### config.mk
export PLATFORM = sky130hd
export DESIGN_NAME = shift_register_32_ctrl
export DESIGN_NICKNAME = d
export VERILOG_FILES = /design/src/rtl/shift_register_32_ctrl.sv
export SDC_FILE = /design/constraint.sdc
export NUM_CORES = 1
export LEC_CHECK = 0
export BUFFER_PORTS_ARGS = -buffer_cell sky130_fd_sc_hd__buf_4
export CORE_UTILIZATION = 45
export CTS_CLUSTER_SIZE = 12
export DETAILED_ROUTE_END_ITERATION = 6
export GPL_ROUTABILITY_DRIVEN = 1
export HOLD_SLACK_MARGIN = 0.15
export MAX_ROUTING_LAYER = met4
export PLACE_DENSITY = 0.71
export SYNTH_ARGS = -nofsm -noshare
export SYNTH_HDL_FRONTEND = slang
export SYNTH_SLANG_ARGS = --single-unit
### constraint.sdc
create_clock -name clk -period 2.8 [get_ports clk]
set_input_delay 0 -clock clk [delete_from_list [all_inputs] [get_ports clk]]
set_output_delay 0 -clock clk [all_outputs]
set_load 0.005 [all_outputs]
### src/rtl/shift_register_32_ctrl.sv
// shift_register_32_ctrl
//   Load sequencer for a serial-in shift register. A parallel word is accepted
//   on a valid/ready handshake. It is then serialised onto sr_data with a
//   per-bit enable (sr_en). After WIDTH shifts, done pulses for one cycle.
//   An internal mirror tracks what the shift register holds, so the last
//   completed word can be read back on out_word.
//
//   Build option: define SHIFT_LSB_FIRST_EN to serialise LSB-first. out_word
//   then ends up as the bit-reversed input word. The default is MSB-first,
//   where out_word equals in_data.
//
// Ports
//   clk       in   system clock, rising edge
//   rst       in   asynchronous reset, active-high
//   in_valid  in   host offers in_data
//   in_data   in   parallel word to shift out
//   in_ready  out  word can be accepted (IDLE only)
//   pause     in   hold shifting for this cycle
//   abort     in   abandon the current load
//   sr_data   out  serial bit to the shift register
//   sr_en     out  shift enable for the shift register
//   busy      out  high in SHIFT and DONE
//   bit_cnt   out  bits shifted so far in the current load
//   done      out  one-cycle completion pulse
//   out_word  out  shift register contents after the last completed load
//
// state | meaning
// IDLE  | waiting for a word, in_ready high
// SHIFT | serialising, one bit per cycle unless paused or aborted
// DONE  | single cycle, done high, out_word valid
module shift_register_32_ctrl #(
  parameter int WIDTH = 32,
  parameter int CNT_W = 6
) (
  input  logic             clk,
  input  logic             rst,
  input  logic             in_valid,
  input  logic [WIDTH-1:0] in_data,
  output logic             in_ready,
  input  logic             pause,
  input  logic             abort,
  output logic             sr_data,
  output logic             sr_en,
  output logic             busy,
  output logic [CNT_W-1:0] bit_cnt,
  output logic             done,
  output logic [WIDTH-1:0] out_word
);

  typedef enum logic [1:0] {
    IDLE  = 2'd0,
    SHIFT = 2'd1,
    DONE  = 2'd2
  } state_t;

  localparam logic [CNT_W-1:0] LAST_BIT = CNT_W'(WIDTH - 1);
  localparam logic [CNT_W-1:0] CNT_ONE  = CNT_W'(1);

  state_t           state;
  state_t           state_nxt;
  logic [WIDTH-1:0] buffer;
  logic [WIDTH-1:0] buffer_shifted;
  logic [WIDTH-1:0] mirror;
  logic [WIDTH-1:0] mirror_nxt;
  logic             accept;
  logic             last_shift;

  assign accept     = in_valid & in_ready;
  assign last_shift = sr_en & (bit_cnt == LAST_BIT);

`ifdef SHIFT_LSB_FIRST_EN
  assign sr_data        = buffer[0];
  assign buffer_shifted = {1'b0, buffer[WIDTH-1:1]};
`else
  assign sr_data        = buffer[WIDTH-1];
  assign buffer_shifted = {buffer[WIDTH-2:0], 1'b0};
`endif

  // The mirror sees exactly what the shift register sees: each enabled edge
  // shifts the current sr_data into its LSB.
  assign mirror_nxt = {mirror[WIDTH-2:0], sr_data};

  // State register
  always_ff @(posedge clk or posedge rst) begin
    if (rst) state <= IDLE;
    else     state <= state_nxt;
  end

  // Next-state logic
  always_comb begin
    state_nxt = state;
    unique case (state)
      IDLE:    if (accept) state_nxt = SHIFT;
      SHIFT: begin
        if (abort)           state_nxt = IDLE;
        else if (last_shift) state_nxt = DONE;
      end
      DONE:    state_nxt = IDLE;
      default: state_nxt = IDLE;
    endcase
  end

  // Outputs. sr_en is combinational from the inputs, so pause, abort and
  // reset take effect in the same cycle they are asserted.
  always_comb begin
    in_ready = (state == IDLE);
    busy     = (state == SHIFT) || (state == DONE);
    done     = (state == DONE);
    sr_en    = (state == SHIFT) && !pause && !abort;
  end

  // Datapath
  always_ff @(posedge clk or posedge rst) begin
    if (rst) begin
      buffer   <= '0;
      mirror   <= '0;
      bit_cnt  <= '0;
      out_word <= '0;
    end else if (accept) begin
      buffer  <= in_data;
      bit_cnt <= '0;
    end else if (sr_en) begin
      buffer  <= buffer_shifted;
      mirror  <= mirror_nxt;
      bit_cnt <= bit_cnt + CNT_ONE;
      // Capture the post-shift mirror on the edge that enters DONE.
      if (last_shift) out_word <= mirror_nxt;
    end else if ((state == SHIFT && abort) || state == DONE) begin
      bit_cnt <= '0;
    end
  end

endmodule

**After elaboration in Yosys (flattened, before gate mapping)**

Index checks and enable logic that the tools add are counted.

- Bitwise logic cells: 3
- Equality and inequality tests: 5
- $add $sub $neg: 1
- Multiplexer cells: 9
- Reductions and logical operators: 13

Operators with widths:

| kind | count |
|---|---|
| 32-bit 2-to-1 mux | 2 |
| 6-bit 2-to-1 mux | 3 |
| 6-bit by 1-bit adder with 6-bit output, second input constant | 1 |
| 6-bit by 5-bit equality test with 1-bit output, second input constant | 1 |
| 2-bit 2-to-1 mux | 3 |
| 2-bit one-hot mux with 2 select lines | 1 |
| 2-bit AND reduction | 2 |
| 1-bit logical AND | 3 |
| 3-bit inequality test, second input constant | 1 |
| 3-bit AND reduction | 1 |
| 3-bit nonzero test | 1 |
| 1-bit bitwise AND | 2 |
| 2-bit by 1-bit equality test with 1-bit output, second input constant | 1 |
| 2-bit equality test, second input constant | 1 |
| 1-bit zero test | 2 |
| 2-bit zero test | 1 |
| 1-bit logical OR | 2 |
| 2-bit by 1-bit inequality test with 1-bit output, second input constant | 1 |
| 2-bit nonzero test | 1 |
| 1-bit inverter | 1 |

- Register bits after elaboration: 103
- Input bits: 37
- Output and inout port bits: 43

**Logic depth before layout (Yosys ltp)**

Gate-level depths: netlist (run 1).

- Depth after elaboration: 7
- Depth in mapped cells: 9
- Mapped depth without buffers: 7

**Worst setup path after synthesis (run 1)**

Ideal clock, no wire load.

- Path kind: reg2reg
- From: register state[0]
- To: register out_word[27]
- Cell stages (with the launch flop): 9
- Required time: 2.675 ns
- Arrival time: 1.660 ns
- Library setup time: 0.125 ns
- Path slack: 1.015 ns
- Path buffers: 2
- Cell sequence: dfrtp_1 -> inv_1 -> ha_1 -> and2_1 -> buf_2 -> nor2_1 -> nand2_2 -> buf_2 -> mux2_2

- Elaborated cells on any way between the ends: 8

RTL lines:

| element | RTL line | RTL |
|---|---|---|
| start, declared | 59 | `state_t state;` |
| start signal, assigned | 86 | `else state <= state_nxt;` |
| 2-bit zero test | 106 | `in_ready = (state == IDLE);` |
| net in_ready | 39 | `output logic in_ready,` |
| 1-bit bitwise AND | 68 | `assign accept = in_valid & in_ready;` |
| 1-bit inverter (no source line) | - |  |
| 3-bit AND reduction (no source line) | - |  |
| end signal, assigned | 127 | `if (last_shift) out_word <= mirror_nxt;` |
| end, declared | 47 | `output logic [WIDTH-1:0] out_word` |

The timed path passes the listed nets, and every way through them passes these cells.
A chain may end at the register's enable or synchronous reset.

**Final worst setup path (run 1)**

- From: register state[1]
- To: register bit_cnt[5]

- Word-level cells in the longest chain between the ends: 5
- Elaborated cells on any way between the ends: 11

RTL lines:

| element | RTL line | RTL |
|---|---|---|
| 2-bit by 1-bit equality test with 1-bit output | 109, 128 |  |
| 1-bit logical AND (2 in a row) | 109 | `sr_en = (state == SHIFT) && !pause && !abort;` |
| 6-bit 2-to-1 mux | 122 | `end else if (sr_en) begin` |
| 6-bit 2-to-1 mux | 119 | `end else if (accept) begin` |
| end signal, assigned | 125 | `bit_cnt <= bit_cnt + CNT_ONE;` |
| end, declared | 45 | `output logic [CNT_W-1:0] bit_cnt,` |

Several ways; a longest one is shown, not always the timed one.

==> flow_summary_export.csv, run 1 <==
group,metric,value,unit
power_and_ir_drop,vdd_drop_max,0.357,mV
synthesis,yosysMostFrequentCell,"nand2_1",
clock_network,cts_tree,"yes",
worst_setup_path,critPathRequiredTime,3.09,ns
final_layout,finalNonFillerCells,666,
drt,drt-pass1-iter-count,5,
floorplan,start_util,46.3,%
timing,finalClockSkew,0.00918,ns
synthesis,async_reset_ff_share,100,%
global_route,grt_max_degree,61,
synthesis,yosysWarningCount,0,
clock_network,cts_buffer_depth,2,
synthesis,syn_area,4270,um^2
placement,gp_congestion,0.812,
timing,max-slew-margin-rel,47.8,%
placement,pre_cts_ws,0.517,ns
clock_network,cts_inserted_buffers,9,
drt,viasPerCell,4.96,
min_path,hold_class,"input pin to register",
clock_network,htree_levels,3,
drt,num_vias,3305,
clock_network,cts_setup_buffers,0,
global_route,grt_usage,19.6,%
final_layout,multi_input_area,1570,um^2
synthesis,synthTopCellsByCount,"nand2_1, dfrtp_1, nor2_1, a31oi_1, mux2_2",
worst_setup_path,r2r-end,"bit_cnt[5]",
final_layout,syn2layout_area_growth,29.9,%
min_path,min_from,"in_valid",
timing,period_needed,2.28,ns
timing,setup_viol,0,
clock_network,cts_root_buf,"clkbuf_8",
synthesis,synth_top_cell_area_share,60.3,%
clock_network,cts.reportedPaths.clkPinSlew,0.10,ns
timing,hold_violations,0,
worst_setup_path,rr_worst_depth,7,
global_route,grt_pass1_wl,14800,um
drt,wl_per_cell,13.4,um
drt,wirelength,8900,um
synthesis,synth_flop_cell,"dfrtp_1",
worst_setup_path,critPathCaptureType,"register",
final_layout,final_core_util,60.1,%
drt,antenna_left,0,
timing,period_share,81.3,%
min_path,min_path_cells,5,
synthesis,synth_cells,425,
clock_network,cts_sinks,103,
placement,hpwl,5490,um
power_and_ir_drop,totalPowerFinal,3.79,mW
floorplan,num_rows,35,
floorplan,dieArea,9890,um^2
worst_setup_path,cp_max_fo,34,
timing,report.final.slew_viol_count,0,
synthesis,yosys-top-cells-area,"dfrtp_1, nand2_1, mux2_2",
timing,max_freq,440,MHz
worst_setup_path,start_kind,"register",
drt,drtIter0Drc,171,
flow_run,maxCapViolCount,0,
synthesis,ys_ff_latch,103,
power_and_ir_drop,leakagePower,2.88,nW
synthesis,synth_edf_count,0,
floorplan,fp.dieW,99.5,um
timing,worst_pin_slew,0.780,ns
floorplan,die_h,99.5,um
floorplan,ios,80,
drt,drc_errors,0,
worst_setup_path,worstSetupPathType,"register to register",
final_layout,drive_gt1_share,24.4,%
placement,port_buffers,79,
synthesis,yosys.area.top_type,"dfrtp_1",
final_layout,seqCellArea,2580,um^2
final_layout,antenna_cells,0,
final_layout,finalInstanceArea,5550,um^2
synthesis,yosysSeqAreaShare,60.3,%
placement,placedCellCount,613,
clock_network,clkLatencyLatePin,0.36,ns
worst_setup_path,r2r-start,"state[1]",
final_layout,nets,574,
synthesis,avgSynthCellArea,10.1,um^2
timing,setup_slack,0.525,ns
final_layout,nFillCells,754,
timing,hold-worst-slack,0.230,ns
timing,rsz0062_at_grt,"no",
global_route,antenna_found_initial,0,
synthesis,synth_cell_type_count,30,
worst_setup_path,cp.arrival,2.57,ns
placement,dpl_cell_area,4970,um^2
floorplan,core-area,9240,um^2
global_route,overflow,0,
min_path,hold_end,"bit_cnt[3]",
worst_setup_path,r2r_slack,0.52,ns
power_and_ir_drop,powerDensity,683,nW/um^2
synthesis,syn_nets,467,
global_route,grt_pass1_vias,3234,
run_status,outcome,"complete, no violations",
timing,fin_tns_setup,0,ns
## critical path, cell delays in order, from the launching register on
cell and delay (ns):
dfrtp_1 0.41, inv_1 0.11, ha_1 0.19, or3b_1 0.49
clkinv_4 0.25, nand2_4 0.25, or3_1 0.43, o21ai_1 0.07
## layout make-up
type                       count  area share, %
clock buffer                  10           2.48
inverter                       5          0.473
tap                          129           2.91
timing repair buffer         120           18.1
multi-input combinational    293           28.3
sequential                   103           46.4
clock inverter                 6           1.33
## how the worst max path moves through the flow
stage	startpoint	end	slack, ns
6_report	state[1]	bit_cnt[5]	0.52
5_1_grt	state[1]	bit_cnt[5]	0.35
4_1_cts	state[1]	bit_cnt[5]	0.51
3_5_place_dp	state[1]	bit_cnt[5]	0.52
3_3_place_gp	state[1]	bit_cnt[5]	0.58
2_1_floorplan	rst	bit_cnt[0]	0.1
## power breakdown
group | leakage (nW) | total (mW) | internal (mW) | switching (mW)
Clock | 0.101 | 0.973 | 0.450 | 0.523
Combinational | 1.43 | 0.846 | 0.365 | 0.481
Sequential | 1.35 | 1.98 | 1.79 | 0.186
## registers in the layout, summed over array words and instances, names as in the netlist
register  count
mirror       31
bit_cnt       6
buffer       32
state         2
out_word     32
## logic make-up after synthesis
logic type | Yosys count | share of synthesized area [%]
AND/OR/NAND/NOR | 210 | 20.1
AO/OA/AOI/OAI | 45 | 6.38
multiplexers | 33 | 8.69
flip-flops | 103 | 60.3
buffers and inverters | 29 | 3.04
adder cells (fa/ha/maj) | 5 | 1.46
## layer usage
| layer | vias to the layer above | routed length, um | global-route usage [%] |
|---|---|---|---|
| met3 | 25 | 434 | 5.27 |
| met5 | - | 0 | - |
| met1 | 1564 | 3970 | 24.6 |
| li1 | 1604 | - | - |
| met4 | 0 | 168 | 6.45 |
| met2 | 112 | 4330 | 31.0 |
## layout by cell type, fill, tap and decap left out
cell type and instances:
nand2_1 160, dfrtp_1 103, buf_4 82, dlygate4sd3_1 37, nor2_1 32, a31oi_1 31, mux2_2 24, clkbuf_8 10
mux2_1 9, o21ai_0 7, ha_1 5, nand2b_1 3, inv_1 3, a21oi_1 3, nand2_2 2, nand3_1 2
and3_1 2, nor3_1 2, inv_6 2, clkinvlp_4 2, and2_1 1, or3b_1 1, nor2_4 1, clkinv_4 1
nand2_4 1, nand3_2 1, a211oi_1 1, o31ai_1 1, nor4b_4 1, inv_4 1, or3_1 1, o21ai_1 1
a22o_1 1, inv_8 1, bufinv_16 1, buf_12 1
## repair_timing
item,in CTS,in global routing
hold endpoints to repair,93,0
gates resized for setup,0,0
hold buffers,37,0
endpoints found under the setup margin,0,0
No activity file was read; power rests on OpenSTA's default activity.
==> run 2, diff against run 1 <==
--- a/config.mk
+++ b/config.mk
@@ -12,7 +12,7 @@
 export GPL_ROUTABILITY_DRIVEN = 1
 export HOLD_SLACK_MARGIN = 0.15
 export MAX_ROUTING_LAYER = met4
-export PLACE_DENSITY = 0.71
+export PLACE_DENSITY = 0.69
 export SYNTH_ARGS = -nofsm -noshare
 export SYNTH_HDL_FRONTEND = slang
 export SYNTH_SLANG_ARGS = --single-unit
==> constraint.sdc (replaced) <==
create_clock -name clk -period 2.3 [get_ports clk]
set_input_delay 0 -clock clk [delete_from_list [all_inputs] [get_ports clk]]
set_output_delay 0 -clock clk [all_outputs]
set_load 0.005 [all_outputs]
==> run 2 against run 1 <==
Effect of this change:
- die area unchanged
- worst hold slack got worse by 0.054 ns
- core utilization increased by 0.18 points
- flip-flop and latch count unchanged
- combinational power increased by 25%
- routed wire length decreased by 2.7%
- register-to-register slack got worse by 0.28 ns
- highest routed layer unchanged
==> flow_summary_export.csv, run 2 (synthesis results as in run 1) <==
group,metric,value,unit
worst_setup_path,start_kind,"register",
worst_setup_path,critPathCaptureType,"register",
drt,drtIter0Drc,115,
floorplan,ios,80,
clock_network,clkLatencyLatePin,0.36,ns
clock_network,cts_inserted_buffers,9,
power_and_ir_drop,p_sw_share,32.3,%
global_route,grt_pass1_vias,3147,
clock_network,cts.reportedPaths.clkPinSlew,0.10,ns
min_path,hold_class,"input pin to register",
power_and_ir_drop,vdd_drop_max,0.450,mV
final_layout,finalNonFillerCells,669,
timing,hold_violations,0,
clock_network,cts_sinks,103,
final_layout,finalInstanceArea,5570,um^2
global_route,antenna_found_initial,0,
final_layout,syn2layout_area_growth,30.3,%
drt,drc_errors,0,
final_layout,mostFrequentLayoutCells,"nand2_1, dfrtp_1, buf_4",
drt,num_vias,3276,
drt,wirelength,8660,um
timing,max_freq,487,MHz
placement,dpl_cell_area,5020,um^2
power_and_ir_drop,clkPwrFrac,23.1,%
power_and_ir_drop,combPwrFrac,23.5,%
final_layout,final_core_util,60.3,%
final_layout,top_regs,"buffer: 32 flops, out_word: 32 flops, mirror: 31 flops",
drt,drt-pass1-iter-count,4,
floorplan,fp.dieW,99.5,um
worst_setup_path,worstSetupPathType,"register to register",
floorplan,die_h,99.5,um
timing,report.final.slew_viol_count,0,
final_layout,final_common_cell,"nand2_1",
power_and_ir_drop,leakagePower,2.89,nW
final_layout,antenna_cells,0,
run_status,outcome,"complete, no violations",
floorplan,dieArea,9890,um^2
power_and_ir_drop,p_seq_share,53.4,%
power_and_ir_drop,power_switching,1.46,mW
clock_network,cts_buffer_depth,2,
power_and_ir_drop,p_int,3.05,mW
floorplan,num_rows,35,
placement,hpwl,5390,um
timing,fin_tns_setup,0,ns
timing,setup_viol,0,
floorplan,start_util,46.3,%
timing,setup_slack,0.245,ns
clock_network,cts_tree,"yes",
worst_setup_path,cp.arrival,2.31,ns
timing,worst_pin_slew,0.565,ns
worst_setup_path,critPathRequiredTime,2.55,ns
global_route,grt_max_degree,104,
placement,port_buffers,79,
timing,period_needed,2.06,ns
worst_setup_path,cp_max_fo,34,
final_layout,nets,577,
final_layout,drive_gt1_share,24.8,%
placement,pre_cts_ws,0.255,ns
global_route,grt_usage,19.6,%
timing,hold-worst-slack,0.176,ns
timing,max-slew-margin-rel,62.3,%
drt,antenna_left,0,
floorplan,core-area,9240,um^2
drt,viasPerCell,4.90,
timing,finalClockSkew,0.0127,ns
placement,placedCellCount,616,
clock_network,cts_root_buf,"clkbuf_8",
power_and_ir_drop,powerDensity,810,nW/um^2
placement,gp_congestion,0.768,
drt,wl_per_cell,12.9,um
timing,period_share,89.3,%
timing,rsz0062_at_grt,"no",
clock_network,htree_levels,3,
global_route,grt_pass1_wl,15000,um
power_and_ir_drop,totalPowerFinal,4.51,mW
global_route,overflow,0,
flow_run,maxCapViolCount,0,
[run 2: path summary, 6_finish.rpt]
check	startpoint	to	slack (ns)	depth (start not counted)
max in group asynchronous	rst	mirror[17]	1.54	4
setup reg to reg	state[1]	mirror[22]	0.24	8
hold / removal	pause	state[0]	0.18	4
setup / recovery	state[1]	mirror[22]	0.24	8
min in group asynchronous	rst	state[0]	0.32	4
hold reg to reg	mirror[28]	mirror[29]	0.49	2
[run 2: cell type report]
class / instances / area [um^2]
clock inverter: 7 / 55.1
multi-input combinational: 293 / 1570
tap: 129 / 161
clock buffer: 9 / 124
inverter: 5 / 27.5
fill: 798 / 3670
timing repair buffer: 123 / 1050
sequential: 103 / 2580
[run 2: critical path: stages, from the launching register on]
cell,delay [ns]
dfrtp_1,0.41
inv_1,0.10
ha_1,0.18
or3b_1,0.49
clkinv_4,0.26
nand2_4,0.09
buf_4,0.23
nand2_1,0.10
nand2_1,0.06
[run 2: power by group through the flow]
stage	logic [mW]	clock network, mW	registers, mW
2_1_floorplan	0.738	0	2.37
3_3_place_gp	0.967	0	2.42
3_5_place_dp	1.02	0	2.43
4_1_cts	1.07	1.08	2.41
5_1_grt	1.21	1.15	2.46
6_report	1.06	1.04	2.41
[run 2: timing repair]
| item | in CTS | in global routing |
|---|---|---|
| setup buffers | 0 | 0 |
| endpoints found under the hold margin | 139 | 0 |
| setup endpoints to repair | 0 | 0 |
| gates resized for setup | 0 | 0 |
| hold buffers | 37 | 0 |
[run 2: metal layers]
metal  track usage, %  part of all wire [%]  vias to the layer above
met1             25.5                    46                     1582
met4             6.33                   1.2                        0
met3             2.88                   3.5                       12
met2             31.8                    49                       67
li1                 -                     -                     1615
met5                -                     0                        -
==> run 3, diff against run 2 <==
--- a/config.mk
+++ b/config.mk
@@ -13,6 +13,7 @@
 export HOLD_SLACK_MARGIN = 0.15
 export MAX_ROUTING_LAYER = met4
 export PLACE_DENSITY = 0.69
+export REMOVE_ABC_BUFFERS = 1
 export SYNTH_ARGS = -nofsm -noshare
 export SYNTH_HDL_FRONTEND = slang
 export SYNTH_SLANG_ARGS = --single-unit
==> run 3 against run 2 <==
Effect of this change:
- combinational power about the same
- critical path type unchanged
- sequential power about the same
- first-iteration DRC count up 5.2%
- via count up 0.92%
- core utilization down 0.095 points
==> flow_summary_export.csv, run 3 (synthesis results as in run 1) <==
group,metric,value,unit
timing,period_needed,2.08,ns
power_and_ir_drop,leakagePower,2.88,nW
floorplan,ios,80,
drt,highest_layer,"met4",
floorplan,core-area,9240,um^2
clock_network,cts_sinks,103,
timing,fin_tns_setup,0,ns
final_layout,final_core_util,60.2,%
power_and_ir_drop,powerDensity,805,nW/um^2
drt,antenna_left,0,
min_path,hold_class,"input pin to asynchronous set/reset pin",
clock_network,cts.reportedPaths.clkPinSlew,0.10,ns
clock_network,cts_root_buf,"clkbuf_8",
drt,viasPerCell,4.94,
run_status,outcome,"complete, no violations",
final_layout,syn2layout_area_growth,30.1,%
global_route,grt_max_degree,64,
power_and_ir_drop,vdd_drop_max,0.473,mV
drt,drtIter0Drc,121,
worst_setup_path,cp_max_fo,35,
placement,hpwl,5300,um
timing,rsz0062_at_grt,"no",
clock_network,clkLatencyLatePin,0.36,ns
drt,wl_per_cell,13.0,um
timing,max-slew-margin-rel,56.0,%
clock_network,cts_tree,"yes",
timing,finalClockSkew,0.00860,ns
floorplan,fp.dieW,99.5,um
clock_network,htree_levels,3,
drt,drt-met1-wl,3870,um
worst_setup_path,cp.arrival,2.36,ns
timing,hold_violations,0,
final_layout,antenna_cells,0,
clock_network,cts_inserted_buffers,9,
final_layout,final_common_cell,"nand2_1",
floorplan,num_rows,35,
worst_setup_path,worstSetupPathType,"register to register",
drt,num_vias,3306,
worst_setup_path,critPathCaptureType,"register",
timing,period_share,90.5,%
timing,max_freq,480,MHz
worst_setup_path,start_kind,"register",
worst_setup_path,r2r_slack,0.22,ns
timing,worst_pin_slew,0.656,ns
placement,gp_congestion,0.814,
final_layout,top_regs,"buffer: 32 flops, out_word: 32 flops, mirror: 31 flops",
global_route,grt_pass1_vias,3171,
final_layout,drive_gt1_share,24.8,%
clock_network,cts_setup_buffers,0,
global_route,grt_usage,19.1,%
flow_run,maxCapViolCount,0,
clock_network,cts_buffer_depth,2,
final_layout,mostFrequentLayoutCells,"nand2_1, dfrtp_1, buf_4",
floorplan,dieArea,9890,um^2
drt,drt-pass1-iter-count,4,
drt,wirelength,8690,um
worst_setup_path,critPathRequiredTime,2.58,ns
global_route,overflow,0,
placement,port_buffers,79,
global_route,grt_pass1_wl,14500,um
floorplan,die_h,99.5,um
floorplan,start_util,46.3,%
timing,setup_viol,0,
drt,met3WireLength,394,um
final_layout,nets,578,
timing,hold-worst-slack,0.230,ns
timing,report.final.slew_viol_count,0,
global_route,antenna_found_initial,0,
drt,wl_met2,4320,um
drt,drc_errors,0,
==> run 3: changes by cell type in the layout (fill, tap and decap cells not counted) <==
| cell | delta |
|---|---|
| buf_4 | +2 |
| inv_4 | +1 |
| buf_12 | -1 |
| clkinv_2 | -2 |
==> run 3: metrics by stage <==
step	std cells	setup WS, ns	area, um^2	power, mW
after global routing	669	0.0345	5560	4.77
after CTS	669	0.212	5560	4.52
final	669	0.219	5560	4.47
after floorplan	401	-0.404	4170	3.07
after detailed placement	617	0.236	5010	3.43
after global placement	617	0.329	5010	3.38
==> run 3: area by class of cell <==
class	instances	area [um^2]
clock buffer	9	124
fill	761	3680
tap	129	161
sequential	103	2580
clock inverter	6	52.6
inverter	5	26.3
multi-input combinational	293	1570
timing repair buffer	124	1050
==> run 3: repair_timing <==
action / 4_1_cts / 5_1_grt
gates resized for setup: 0 / 0
setup endpoints to repair: 0 / 0
endpoints found under the hold margin: 87 / 0
hold buffers: 37 / 0
==> run 3: worst max-delay path: stages, from the launching register on <==
cell     delay (ns)
dfrtp_1        0.41
inv_1          0.11
ha_1           0.20
or3b_1         0.42
buf_4          0.28
nor2_4         0.14
buf_12         0.20
nand2_1        0.07
o21ai_0        0.15
==> run 3: where the power goes <==
part / internal [mW] / switching, mW
sequential: 2.18 / 0.224
clock: 0.405 / 0.628
combinational: 0.452 / 0.588
total: 3.03 / 1.44
==> run 3: path summary, 6_finish.rpt <==
kind | from | end | depth (start not counted)
min reg2reg | mirror[30] | mirror[30] | 2
max reg2reg | state[1] | bit_cnt[2] | 8
max | state[1] | bit_cnt[2] | 8
min in group clk | in_data[0] | buffer[0] | 4
min | rst | out_word[21] | 3
max in group asynchronous | rst | buffer[20] | 4
==> run 3: layer usage <==
| metal | vias up | GRT usage (%) |
|---|---|---|
| met5 | - | - |
| met4 | 0 | 4.64 |
| met3 | 11 | 4.29 |
| met2 | 110 | 31.9 |
| met1 | 1579 | 23.7 |
| li1 | 1606 | - |
